[src/rtl/serial_adder_sub.sv]
// Multi-cycle two's-complement adder/subtractor, CHUNK bits per clock, valid/ready on both sides.
// Optional `SERIAL_ADDER_SUB_ZERO_FLAG_EN adds a registered zero-result flag output.
module serial_adder_sub #(
  parameter int WIDTH = 32,
  parameter int CHUNK = 4
) (
  input  logic             clock,
  input  logic             reset_n,
  input  logic             in_valid,
  output logic             in_ready,
  input  logic [WIDTH-1:0] operand_a,
  input  logic [WIDTH-1:0] operand_b,
  input  logic             sub,
  output logic             out_valid,
  input  logic             out_ready,
  output logic [WIDTH-1:0] sum,
  output logic             c_out,
  output logic             overflow
`ifdef SERIAL_ADDER_SUB_ZERO_FLAG_EN
  ,
  output logic             zero
`endif
);

  localparam int NCHUNK = WIDTH / CHUNK;
  localparam int CW     = (NCHUNK > 1) ? $clog2(NCHUNK) : 1;

  typedef enum logic [1:0] {IDLE, ADD, DONE} state_t;

  state_t           state_q, state_d;
  logic [WIDTH-1:0] a_q, a_d, b_q, b_d, sum_q, sum_d;
  logic             carry_q, carry_d;
  logic             c_out_q, c_out_d, ovf_q, ovf_d;
  logic [CW-1:0]    cnt_q, cnt_d;
  logic [CHUNK-1:0] s_chunk;
  logic [CHUNK:0]   c_chain;
`ifdef SERIAL_ADDER_SUB_ZERO_FLAG_EN
  logic             zacc_q, zacc_d, zero_q, zero_d;
`endif

  always_comb begin
    c_chain    = '0;
    s_chunk    = '0;
    c_chain[0] = carry_q;
    for (int unsigned i = 0; i < CHUNK; i++) begin
      s_chunk[i]   = a_q[i] ^ b_q[i] ^ c_chain[i];
      c_chain[i+1] = (a_q[i] & b_q[i]) | (c_chain[i] & (a_q[i] ^ b_q[i]));
    end
  end

  always_comb begin
    state_d = state_q;
    a_d     = a_q;
    b_d     = b_q;
    sum_d   = sum_q;
    carry_d = carry_q;
    cnt_d   = cnt_q;
    c_out_d = c_out_q;
    ovf_d   = ovf_q;
`ifdef SERIAL_ADDER_SUB_ZERO_FLAG_EN
    zacc_d  = zacc_q;
    zero_d  = zero_q;
`endif
    case (state_q)
      IDLE: begin
        if (in_valid) begin
          a_d     = operand_a;
          b_d     = operand_b ^ {WIDTH{sub}};
          carry_d = sub;
          cnt_d   = '0;
`ifdef SERIAL_ADDER_SUB_ZERO_FLAG_EN
          zacc_d  = 1'b1;
`endif
          state_d = ADD;
        end
      end
      ADD: begin
        a_d   = a_q >> CHUNK;
        b_d   = b_q >> CHUNK;
        // Result enters from the top so the LSB chunk ends at bit 0 after NCHUNK shifts.
        sum_d = sum_q >> CHUNK;
        sum_d[WIDTH-1 -: CHUNK] = s_chunk;
        carry_d = c_chain[CHUNK];
        cnt_d   = cnt_q + CW'(1);
`ifdef SERIAL_ADDER_SUB_ZERO_FLAG_EN
        zacc_d  = zacc_q & ~(|s_chunk);
`endif
        if (cnt_q == CW'(NCHUNK - 1)) begin
          c_out_d = c_chain[CHUNK];
          ovf_d   = c_chain[CHUNK] ^ c_chain[CHUNK-1];
`ifdef SERIAL_ADDER_SUB_ZERO_FLAG_EN
          zero_d  = zacc_q & ~(|s_chunk);
`endif
          cnt_d   = '0;
          state_d = DONE;
        end
      end
      DONE: begin
        if (out_ready) state_d = IDLE;
      end
      default: state_d = IDLE;
    endcase
  end

  always_ff @(posedge clock or negedge reset_n) begin
    if (!reset_n) begin
      state_q <= IDLE;
      a_q     <= '0;
      b_q     <= '0;
      sum_q   <= '0;
      carry_q <= 1'b0;
      cnt_q   <= '0;
      c_out_q <= 1'b0;
      ovf_q   <= 1'b0;
`ifdef SERIAL_ADDER_SUB_ZERO_FLAG_EN
      zacc_q  <= 1'b0;
      zero_q  <= 1'b0;
`endif
    end else begin
      state_q <= state_d;
      a_q     <= a_d;
      b_q     <= b_d;
      sum_q   <= sum_d;
      carry_q <= carry_d;
      cnt_q   <= cnt_d;
      c_out_q <= c_out_d;
      ovf_q   <= ovf_d;
`ifdef SERIAL_ADDER_SUB_ZERO_FLAG_EN
      zacc_q  <= zacc_d;
      zero_q  <= zero_d;
`endif
    end
  end

  assign in_ready  = (state_q == IDLE);
  assign out_valid = (state_q == DONE);
  assign sum       = sum_q;
  assign c_out     = c_out_q;
  assign overflow  = ovf_q;
`ifdef SERIAL_ADDER_SUB_ZERO_FLAG_EN
  assign zero      = zero_q;
`endif

endmodule

[config.mk]
export PLATFORM = sky130hd
export DESIGN_NAME = serial_adder_sub
export DESIGN_NICKNAME = d
export VERILOG_FILES = /design/src/rtl/serial_adder_sub.sv
export SDC_FILE = /design/constraint.sdc
export NUM_CORES = 1
export LEC_CHECK = 0
export CAP_MARGIN = 10
export CELL_PAD_IN_SITES_DETAIL_PLACEMENT = 0
export CELL_PAD_IN_SITES_GLOBAL_PLACEMENT = 1
export CORE_MARGIN = 5
export CORE_UTILIZATION = 41
export DETAILED_ROUTE_END_ITERATION = 7
export GPL_ROUTABILITY_DRIVEN = 0
export GPL_TIMING_DRIVEN = 0
export PLACE_DENSITY_LB_ADDON = 0.12
export SLEW_MARGIN = 20
export SYNTH_ARGS = -nofsm -noshare
export SYNTH_HDL_FRONTEND = slang
export SYNTH_SLANG_ARGS = --single-unit
[constraint.sdc]
create_clock -name clock -period 3.6 [get_ports clock]
set_input_delay 0.72 -clock clock [delete_from_list [all_inputs] [get_ports clock]]
set_output_delay 0.72 -clock clock [all_outputs]
set_load 0.02 [all_outputs]
======== Word level (Yosys, flattened, before mapping) ========
Cells that the tools add are included.
storage, ports and cells
  output and inout bits ................... 36
  bits in registers ....................... 104
  bits of input ports ..................... 69
  logic and storage cells ................. 55
operators by class
  reduce and logical (&&, ||, !) cells .... 5
  $add $sub $neg .......................... 1
  bitwise operators ....................... 22
  eq/ne operators ......................... 6
  muxes and demuxes ....................... 13
operators with widths
  kind                 count
  $pmux 32 s2          2
  $mux 32              2
  $xor 32x32->32       1
  $xor 1x1->1          9
  $and 1x1->1          8
  $mux 2               3
  $mux 3               2
  $pmux 2 s3           1
  $pmux 3 s2           1
  $ne 2x2->1 const B   2
  $or 1x1->1           4
  $reduce_and 2->1     2
  $add 3x1->3 const B  1
  $eq 3x3->1 const B   1
  $reduce_and 3->1     1
  $eq 2x1->1 const B   1
  $eq 2x2->1 const B   1
  $logic_not 2->1      1
  $ne 2x1->1 const B   1
  $pmux 1 s2           1
  $reduce_bool 2->1    1
  $mux 1               1

======== Logic depth before layout (Yosys ltp) ========
Gate-level depths: netlist of the first run.
  word-level depth ........................ 10
  mapped depth ............................ 9
  depth with buffers taken out ............ 9

======== Worst setup path before layout of the first run ========
Ideal clock, no wire load.
  path kind ............................... register to register
  start point ............................. register a_q[0]
  end point ............................... register sum_q[31] (netlist: sum[31])
  period minus slack after synthesis ...... 2,117 ps
  required time ........................... 3,517 ps
  path slack .............................. 1,483 ps
  library setup time ...................... 83 ps
  buffers on the path ..................... 0
  arrival ................................. 2,034 ps
  stages on the path, launching flop included .. 9
  cells stage by stage .................... dfrtp_1 fa_1 inv_1 fa_1 inv_1 fa_1 inv_1 fa_1 o21ai_0
between the ends
  word-level cells in the longest chain between the ends .. 8
  elaborated cells between the ends (all ways) .. 9
  those cells by class .................... 9 x bitwise
RTL lines
  what                    RTL line  source
  from (decl)             31        logic [WIDTH-1:0] a_q, a_d, b_q, b_d, sum_q, sum_d;
  from (signal assigned)  108       a_q <= '0;
  from (signal assigned)  121       a_q <= a_d;
  $xor 1x1->1             47        c_chain[i+1] = (a_q[i] & b_q[i]) | (c_chain[i] & (a_q[i] ^ b_q[i]));
  $and 1x1->1             47
  $or 1x1->1 (*)          47
  $and 1x1->1 (*)         47
  $or 1x1->1 (*)          47
  $and 1x1->1 (*)         47
  $or 1x1->1 (*)          47
  $xor 1x1->1 (*)         46        s_chunk[i] = a_q[i] ^ b_q[i] ^ c_chain[i];
  to (signal assigned)    123       sum_q <= sum_d;
  to (decl)               31
Every way passes the cells marked *; elsewhere a longest branch is shown, timed or not.
A chain may end at the register's enable or synchronous reset.

======== Final worst setup path of the first run ========
  start point ............................. register state_q[0]
  end point ............................... output in_ready
between the ends
  word-level cells in the longest chain between the ends .. 1
RTL lines
  what                    RTL line  source
  from (decl)             30        state_t state_q, state_d;
  from (signal assigned)  120       state_q <= state_d;
  $logic_not 2->1         135       assign in_ready = (state_q == IDLE);
  to (decl)               10        output logic in_ready,
No other way between the ends.

==> results.tsv, run 1 <==
metric	value	unit
period_share	0.804	
synthTopCellsByArea	dfrtp_1, nand2_1, xnor2_1	
status	complete, no violations	
htreeDepth	3	
fmax	346	MHz
p_leak	2.75	nW
antenna_found_initial	0	
drcViolationCount	0	
synth.avg_cell_area	9.67	sq um
clock-root-buffer	clkbuf_16	
rsz0062_at_grt	false	
layout.nets	683	
end_kind	output pin	
clkTransAtPathRegs	0.06	ns
io_pins	105	
gr-usage-all-layers	0.178	
die_w	118	um
synth-seq-cells	104	
cts.sinks	104	
syn_area	4770	sq um
core-area	11400	sq um
skew	0.00257	ns
cts_buffer_depth	2	
setup_viol	0	
postRouteAntennaNets	0	
drive_gt1_frac	0.0605	
wl_per_cell	15.8	um
clock_latency	0.34	ns
rows	39	
synth-seq-area-share	0.546	
grt_max_degree	57	
grt_pass1_wl	20.5	mm
synth_top_area_frac	0.546	
hold_viol_final	0	
hpwl	8.72	mm
drt_iter0_drc	290	
num_vias	3895	
die_height	118	um
fin_crit	2.89	ns
ys_warn_count	0	
hold_class	input port to async pin	
drv_cap	0	
powerDensity	770	nW/um^2
overflow	0	
busiest_layer	met2	
num_antenna_cells	0	
hold_buffers	0	
crit_required	2.88	ns
syn_inst	493	
via_per_inst	5.16	
cts_setup_buffers	0	
drt-total-wl	11.9	mm
dr.pass1.iters	4	
cp.arrival	2.17	ns
whs	0.321	ns
post_cts_resized	0	
start_util	0.417	
maxSlewHeadroom	0.634	
grtUsageMet3	0.0317	
port_buffers	103	
cts_made_buffers	9	
synth_nets	568	
critPathMaxFanout	10	
setup.worst_path.class	flip-flop to output pin	
total_power	4.83	mW
synth_top_cell_by_area	dfrtp_1	
grt_pass1_vias	4151	
areaGrowthSynthToFinish	31.6	%
ys_types	29	
worst_pin_slew	0.548	ns
drv_slew	0	
cts_tree	yes	
fillers	1066	
use_met2	0.287	
use_met1	0.242	
vdd_drop_max	0.367	mV
die_area	13900	sq um
cp-start-kind	flip-flop	
## synthesized netlist by cell type (all sizes together)
cell type / instances
or3b: 1
buf: 23
nand2b: 2
xor2: 2
o31ai: 1
nand3b: 1
xnor2: 31
dfrtp: 104
a221o: 3
o21bai: 1
a22o: 6
clkbuf: 18
a2bb2oi: 3
a22oi: 30
fa: 4
o221ai: 23
o21ai: 39
nor2: 4
nand2: 171
and2b: 1
a21oi: 4
ha: 2
o211ai: 2
o32ai: 2
inv: 9
nor2b: 6
## sequential cells by signal, summed over array words and instances, names as in the netlist
register  cells
cnt_q         3
c_out         1
overflow      1
state_q       2
sum          32
a_q          32
b_q          32
carry_q       1
## layout by cell type, fill, tap and decap left out, drive strengths merged
cell type and instances:
nand2b 2, o211ai 2, o221ai 23, o32ai 2
o21ai 39, nand2 171, a2bb2oi 3, or3b 1
nand3b 1, nor2b 6, ha 2, dfrtp 104
a22oi 30, nor2 4, o31ai 1, o21bai 1
a221o 3, fa 4, a22o 6, a21oi 4
clkbuf 33, buf 25, and2b 1, clkdlybuf4s50 102
xnor2 31, inv 9, xor2 2
## where the power goes
part / switching [mW] / internal (mW) / total, mW / leakage (nW)
logic: 1.13 / 0.879 / 2.01 / 1.28
registers: 0.290 / 1.63 / 1.92 / 1.34
clock network: 0.398 / 0.505 / 0.903 / 0.130
total: 1.81 / 3.02 / 4.83 / 2.75
## per-layer routing
metal | up-vias | wire length [um]
met5 | - | 0
met4 | 0 | 173
met3 | 12 | 620
met2 | 103 | 5740
met1 | 1887 | 5380
li1 | 1893 | -
## critical path, stage by stage (launching register included)
cell and delay (ns):
dfrtp_1 0.39, buf_4 0.19, buf_4 0.18, clkbuf_1 0.23
nor2_1 0.21, clkdlybuf4s50_1 0.64
## cell type report
class,instances,area [sq um],area share
Sequential cell,104,2600,0.415
Multi-Input combinational cell,339,1930,0.307
Timing Repair Buffer,104,1060,0.169
Buffer,41,204,0.0325
Inverter,9,33.8,0.00538
Clock buffer,15,268,0.0427
Tap cell,143,179,0.0285
## per-stage QoR
step	cell area (sq um)	TNS [ns]	worst slack, ns	util	std cells
final	6270	0	0.707	0.549	755
after global routing	6270	0	0.577	0.549	755
after CTS	6270	0	0.673	0.549	755
after detailed placement	6010	0	1.06	0.526	740
after global placement	5980	-228.97	-2.21	0.523	739
after floorplan	4770	0	1.48	-	493
## cells by family after synthesis
family                     Yosys count  synth area share
xor gates and xnor gates            33            0.0606
adders and majority gates            6            0.0220
buffers and inverters               50            0.0499
AOI/OAI and AO/OA                  114             0.168
DFF                                104             0.546
and+or+nand+nor                    186             0.153
## worst paths after layout
path,from,to,slack [ns],cells after the start
max in group asynchronous,reset_n,b_q[11],2.65,2
hold / removal,reset_n,sum[3],0.32,1
hold reg to reg,sum[2],sum[2],0.47,2
setup reg to reg,a_q[0],sum[31],1.36,8
min in group clock,sum[2],sum[2],0.47,2
setup / recovery,state_q[0],in_ready,0.71,5
Note: power is estimated with default switching activity, not from simulation.
==> run 2: changes to the inputs <==
--- a/config.mk
+++ b/config.mk
@@ -9,7 +9,7 @@
 export CELL_PAD_IN_SITES_DETAIL_PLACEMENT = 0
 export CELL_PAD_IN_SITES_GLOBAL_PLACEMENT = 1
 export CORE_MARGIN = 5
-export CORE_UTILIZATION = 41
+export CORE_UTILIZATION = 38
 export DETAILED_ROUTE_END_ITERATION = 7
 export GPL_ROUTABILITY_DRIVEN = 0
 export GPL_TIMING_DRIVEN = 0
==> constraint.sdc (replaced) <==
create_clock -name clock -period 2.7 [get_ports clock]
set_input_delay 0.54 -clock clock [delete_from_list [all_inputs] [get_ports clock]]
set_output_delay 0.54 -clock clock [all_outputs]
set_load 0.02 [all_outputs]
==> run 2 against run 1 <==
  * Die area is 7.2% higher
  * Flip-flop and latch count stayed put
  * Critical path type unchanged
  * Global-route usage is 0.75 points lower
  * Combinational power is 33% higher
==> results.tsv, run 2 (synthesis results as in run 1) <==
metric	value	unit	change
max_stage_delay	0.65	ns	was 0.64 ns
gr-usage-all-layers	0.171		was 0.178
cp-start-kind	flip-flop		unchanged
crit_path_cell_trace	buf_4 -> buf_4 -> nand2b_1 -> inv_1 -> clkdlybuf4s50_1		was buf_4 -> buf_4 -> clkbuf_1 -> nor2_1 -> clkdlybuf4s50_1
setup.worst_path.class	flip-flop to output pin		unchanged
end_kind	output pin		unchanged
fin_area	6300	sq um	was 6270 sq um
cp_common_cell	buf_4		unchanged
cts_buffer_depth	2		unchanged
vdd_drop_max	0.380	mV	was 0.367 mV
worst_pin_slew	0.582	ns	was 0.548 ns
clock_latency	0.35	ns	was 0.34 ns
r2r_start	a_q[0]		unchanged
maxSlewHeadroom	0.611		was 0.634
drt_iter0_drc	237		was 290
period_share	0.926		
drt-total-wl	12.3	mm	was 11.9 mm
antenna_found_initial	0		unchanged
layout.nets	683		unchanged
r2r_cells	9		was 8
skew	0.00647	ns	was 0.00257 ns
clkTransAtPathRegs	0.07	ns	was 0.06 ns
grt_pass1_wl	20.1	mm	was 20.5 mm
critPathMaxFanout	10		unchanged
fillers	1249		was 1,066
cts_tree	yes		unchanged
die_height	122	um	was 118 um
htreeDepth	3		unchanged
fin_util	0.505		was 0.549
hold_viol_final	0		unchanged
via_per_inst	4.93		was 5.16
cts_made_buffers	9		unchanged
ff_latch_area	2600	sq um	unchanged
overflow	0		unchanged
postRouteAntennaNets	0		unchanged
cp_slowest_cell	clkdlybuf4s50_1		unchanged
cts_setup_buffers	0		unchanged
dr.pass1.iters	4		unchanged
final_common_cell	nand2_1		unchanged
hold_class	input port to async pin		unchanged
fin_crit	2.50	ns	
io_pins	105		unchanged
total_power	6.44	mW	was 4.83 mW
clock-root-buffer	clkbuf_16		unchanged
die_area	14900	sq um	was 13,900 sq um
grt_max_degree	63		was 57
die_w	122	um	was 118 um
fmax	400	MHz	
r2r_end	carry_q		was sum[31]
critPathCapture	out_valid		was in_ready
setup_viol	0		unchanged
multi_input_area	1930	sq um	unchanged
start_util	0.382		was 0.417
crit_required	2.16	ns	was 2.88 ns
num_antenna_cells	0		unchanged
r2r_setup_slack	0.45	ns	was 1.36 ns
drv_cap	0		unchanged
drive_gt1_frac	0.0606		was 0.0605
cp-startpoint	state_q[0]		unchanged
setup-tns-final	0	ns	unchanged
areaGrowthSynthToFinish	32.1	%	was 31.6%
placed_cell_area	6040	sq um	was 6010 sq um
rsz0062_at_grt	false		unchanged
final_cell_mix	nand2_1, dfrtp_1, clkdlybuf4s50_1, o21ai_0, xnor2_1		unchanged
drv_slew	0		unchanged
grt_pass1_vias	3956		was 4,151
powerDensity	1020	nW/um^2	was 770 nW/um^2
hpwl	8.90	mm	was 8.72 mm
wl_per_cell	15.7	um	was 15.8 um
num_vias	3859		was 3,895
cts.sinks	104		unchanged
core-area	12500	sq um	was 11,400 sq um
p_leak	2.75	nW	about the same
port_buffers	103		unchanged
cp.arrival	1.96	ns	was 2.17 ns
drcViolationCount	0		unchanged
status	complete, no violations		unchanged
rows	41		was 39
run 2: critical path: cells and delay by family (launching register included):
kind | cells | cell delay [ns]
AND/OR/NAND/NOR | 1 | 0.15
buffers and inverters | 4 | 1.07
flip-flops | 1 | 0.38
run 2: area by class of cell:
type	count	share of cell area
sequential	104	0.413
timing repair buffer	104	0.168
buffer	41	0.0324
tap	172	0.0342
clock buffer	13	0.0397
clock inverter	1	0.000795
multi-input combinational	339	0.306
inverter	9	0.00537
run 2: report_power, final:
| group | leakage (nW) | switching [mW] | total [mW] | internal, mW |
|---|---|---|---|---|
| clock | 0.126 | 0.544 | 1.18 | 0.640 |
| combinational | 1.28 | 1.52 | 2.68 | 1.17 |
| sequential | 1.34 | 0.391 | 2.57 | 2.18 |
run 2: what timing repair did:
action,in CTS,in global routing
hold endpoints to repair,0,0
resized for setup,1,0
setup endpoints to repair,1,0
hold buffers,0,0
run 2: how the worst min path moves through the flow:
stage               slack, ns    start  cells past startpoint     end
floorplan                0.24  reset_n                      0  a_q[0]
global placement         0.46   sum[2]                      2  sum[2]
detailed placement       0.46   sum[3]                      2  sum[3]
CTS                      0.12  reset_n                      1  sum[3]
global route             0.13  reset_n                      1  sum[2]
finish                   0.11  reset_n                      1  sum[2]
run 2: through the flow:
stage          instances  hold WS [ns]  worst slack, ns
5_1_grt              783         0.131           0.0973
3_3_place_gp         768         0.458            -2.97
3_5_place_dp         769         0.462            0.366
6_report             783         0.108            0.201
2_1_floorplan        493         0.244            0.583
4_1_cts              783         0.118            0.202
run 2: layer usage:
layer  global-route usage  part of all wire  vias to the layer above
li1                     -                 -                     1893
met1                0.237              0.46                     1857
met2                0.269              0.47                       98
met3               0.0306             0.049                       11
met4               0.0623             0.015                        0
met5                    0                 0                        -
==> run 3: changes to the inputs <==
==> constraint.sdc (replaced) <==
create_clock -name clock -period 2.7 [get_ports clock]
set_input_delay 0.54 -clock clock [delete_from_list [all_inputs] [get_ports clock]]
set_output_delay 0.54 -clock clock [all_outputs]
set_load 0.1 [all_outputs]
==> run 3 against run 2 <==
  * Total power increased by 20%
  * Cell count is 0.13% lower
  * Flip-flop and latch count did not move
  * Critical endpoint is now in_ready
  * Utilization is the same
  * Sequential share of layout area did not move
  * Sequential power hardly changed
  * Largest cell class unchanged
  * Global-route usage unchanged
  * Die area is the same
  * Register-to-register slack about the same
  * Clock power about the same
  * Clock skew fell by 0.0010 ns
==> results.tsv, run 3 (synthesis results as in run 1) <==
metric	value	unit	change
status	complete, no violations		unchanged
power_switching_share	0.487		was 0.381
p_leak	2.74	nW	was 2.75 nW
cts_buffer_depth	2		unchanged
hold_viol_final	0		unchanged
cts_setup_buffers	0		unchanged
num_vias	3840		was 3,859
fin_crit	2.49	ns	was 2.50 ns
fmax	402	MHz	was 400 MHz
cp-start-kind	flip-flop		unchanged
period_share	0.921		was 0.926
powerDensity	1230	nW/um^2	was 1020 nW/um^2
worst_pin_slew	0.977	ns	was 0.582 ns
via_per_inst	4.91		was 4.93
setup.worst_path.class	flip-flop to output pin		unchanged
crit_required	2.16	ns	about the same
wl_per_cell	15.7	um	about the same
rows	41		unchanged
cts.sinks	104		unchanged
cts_tree	yes		unchanged
hold_buffers	0		unchanged
seqPwrFrac	0.331		was 0.399
die_area	14900	sq um	unchanged
power.internal	3.98	mW	was 3.99 mW
io_pins	105		unchanged
drt_iter0_drc	217		was 237
antenna_found_initial	0		unchanged
setup_viol	0		unchanged
end_kind	output pin		unchanged
max_stage_delay	0.58	ns	was 0.65 ns
hold_class	input port to async pin		unchanged
p_switching	3.77	mW	was 2.45 mW
grt_pass1_vias	3956		unchanged
fin_util	0.505		unchanged
r2r_start	a_q[0]		unchanged
r2r_end	carry_q		unchanged
dr.pass1.iters	4		unchanged
areaGrowthSynthToFinish	32.1	%	unchanged
vdd_drop_max	0.390	mV	was 0.380 mV
core-area	12500	sq um	unchanged
clkTransAtPathRegs	0.07	ns	about the same
drive_gt1_frac	0.0639		was 0.0606
port_buffers	103		unchanged
postRouteAntennaNets	0		unchanged
drt-total-wl	12.3	mm	about the same
die_height	122	um	unchanged
critPathMaxFanout	10		unchanged
r2r_cells	9		unchanged
num_antenna_cells	0		unchanged
clock_latency	0.35	ns	about the same
clock-root-buffer	clkbuf_16		unchanged
cp_slowest_cell	clkdlybuf4s15_2		was clkdlybuf4s50_1
skew	0.00543	ns	was 0.00647 ns
layout.nets	682		was 683
r2r_setup_slack	0.45	ns	about the same
hpwl	8.90	mm	unchanged
gr-usage-all-layers	0.171		unchanged
cp-startpoint	state_q[1]		was state_q[0]
pwr-share-comb	0.516		was 0.417
final_common_cell	nand2_1		unchanged
htreeDepth	3		unchanged
overflow	0		unchanged
rsz0062_at_grt	false		unchanged
dp_worst_setup_slack	-0.165	ns	was 0.366 ns
cp.arrival	1.95	ns	was 1.96 ns
die_w	122	um	unchanged
cts_made_buffers	9		unchanged
start_util	0.382		unchanged
drv_cap	0		unchanged
pwr-share-clk	0.153		was 0.184
final_cell_mix	nand2_1, dfrtp_1, clkdlybuf4s50_1, o21ai_0, xnor2_1		unchanged
crit_path_cell_trace	buf_2 -> clkbuf_1 -> nor2_1 -> clkdlybuf4s15_2		was buf_4 -> buf_4 -> nand2b_1 -> inv_1 -> clkdlybuf4s50_1
drv_slew	0		unchanged
maxSlewHeadroom	0.347		was 0.611
drcViolationCount	0		unchanged
grt_max_degree	63		unchanged
grt_pass1_wl	20.1	mm	unchanged
layout_setup_ws	0.215	ns	was 0.201 ns
-- run 3: cell count changes in the layout (fill, tap and decap cells not counted), sizes merged --
cell | before | now
clkbuf | 31 | 30
clkdlybuf4s15 | 0 | 2
clkdlybuf4s50 | 101 | 100
dlygate4sd2 | 1 | 0
-- run 3: worst max-delay path by stage --
stage	endpoint	slack [ns]	depth (start not counted)
floorplan	in_ready	0.03	4
global placement	b_q[25]	-2.97	1
global route	out_valid	0.14	5
CTS	in_ready	0.03	5
finish	in_ready	0.21	4
detailed placement	in_ready	-0.16	5
-- run 3: stage by stage --
step                      hold WS (ns)  TNS (ns)  power, mW  instances  area [sq um]
after floorplan                  0.244         0       5.52        493          4770
after global placement           0.458   -308.60       6.57        768          6010
after detailed placement         0.462    -0.165       6.65        769          6040
final                            0.104         0       7.75        782          6300
after CTS                        0.118         0       7.84        783          6300
after global routing             0.131         0       8.26        782          6300
-- run 3: final cells by class --
type / count / area [sq um]
Fill cell: 1246 / 6170
Inverter: 9 / 33.8
Tap cell: 172 / 215
Timing Repair Buffer: 104 / 1060
Multi-Input combinational cell: 339 / 1930
Buffer: 40 / 200
Clock buffer: 13 / 250
Clock inverter: 1 / 5.00
Sequential cell: 104 / 2600
-- run 3: repair_timing --
action	CTS	global route
gates resized for setup	6	0
cloned	0	0
setup endpoints to repair	2	1
-- run 3: routing by layer --
layer  wire [um]  global-route usage  up-vias
li1            -                   -     1889
met1        5800               0.237     1851
met2        5770               0.269       89
met3         550              0.0306       11
met4         185              0.0623        0
met5           0                   0        -
-- run 3: power groups by stage --
stage / logic, mW / clock network, mW / registers [mW]
finish: 4.00 / 1.19 / 2.57
global route: 4.33 / 1.27 / 2.65
CTS: 4.05 / 1.21 / 2.57
detailed placement: 4.04 / 0 / 2.61
global placement: 3.98 / 0 / 2.59
floorplan: 1.52 / 0 / 4.00
-- run 3: critical path, delay by kind of cell, from the launching register on --
family,cells,cell delay (ns)
AND/OR/NAND/NOR,1,0.18
buffers and inverters,3,1.03
flip-flops,1,0.39
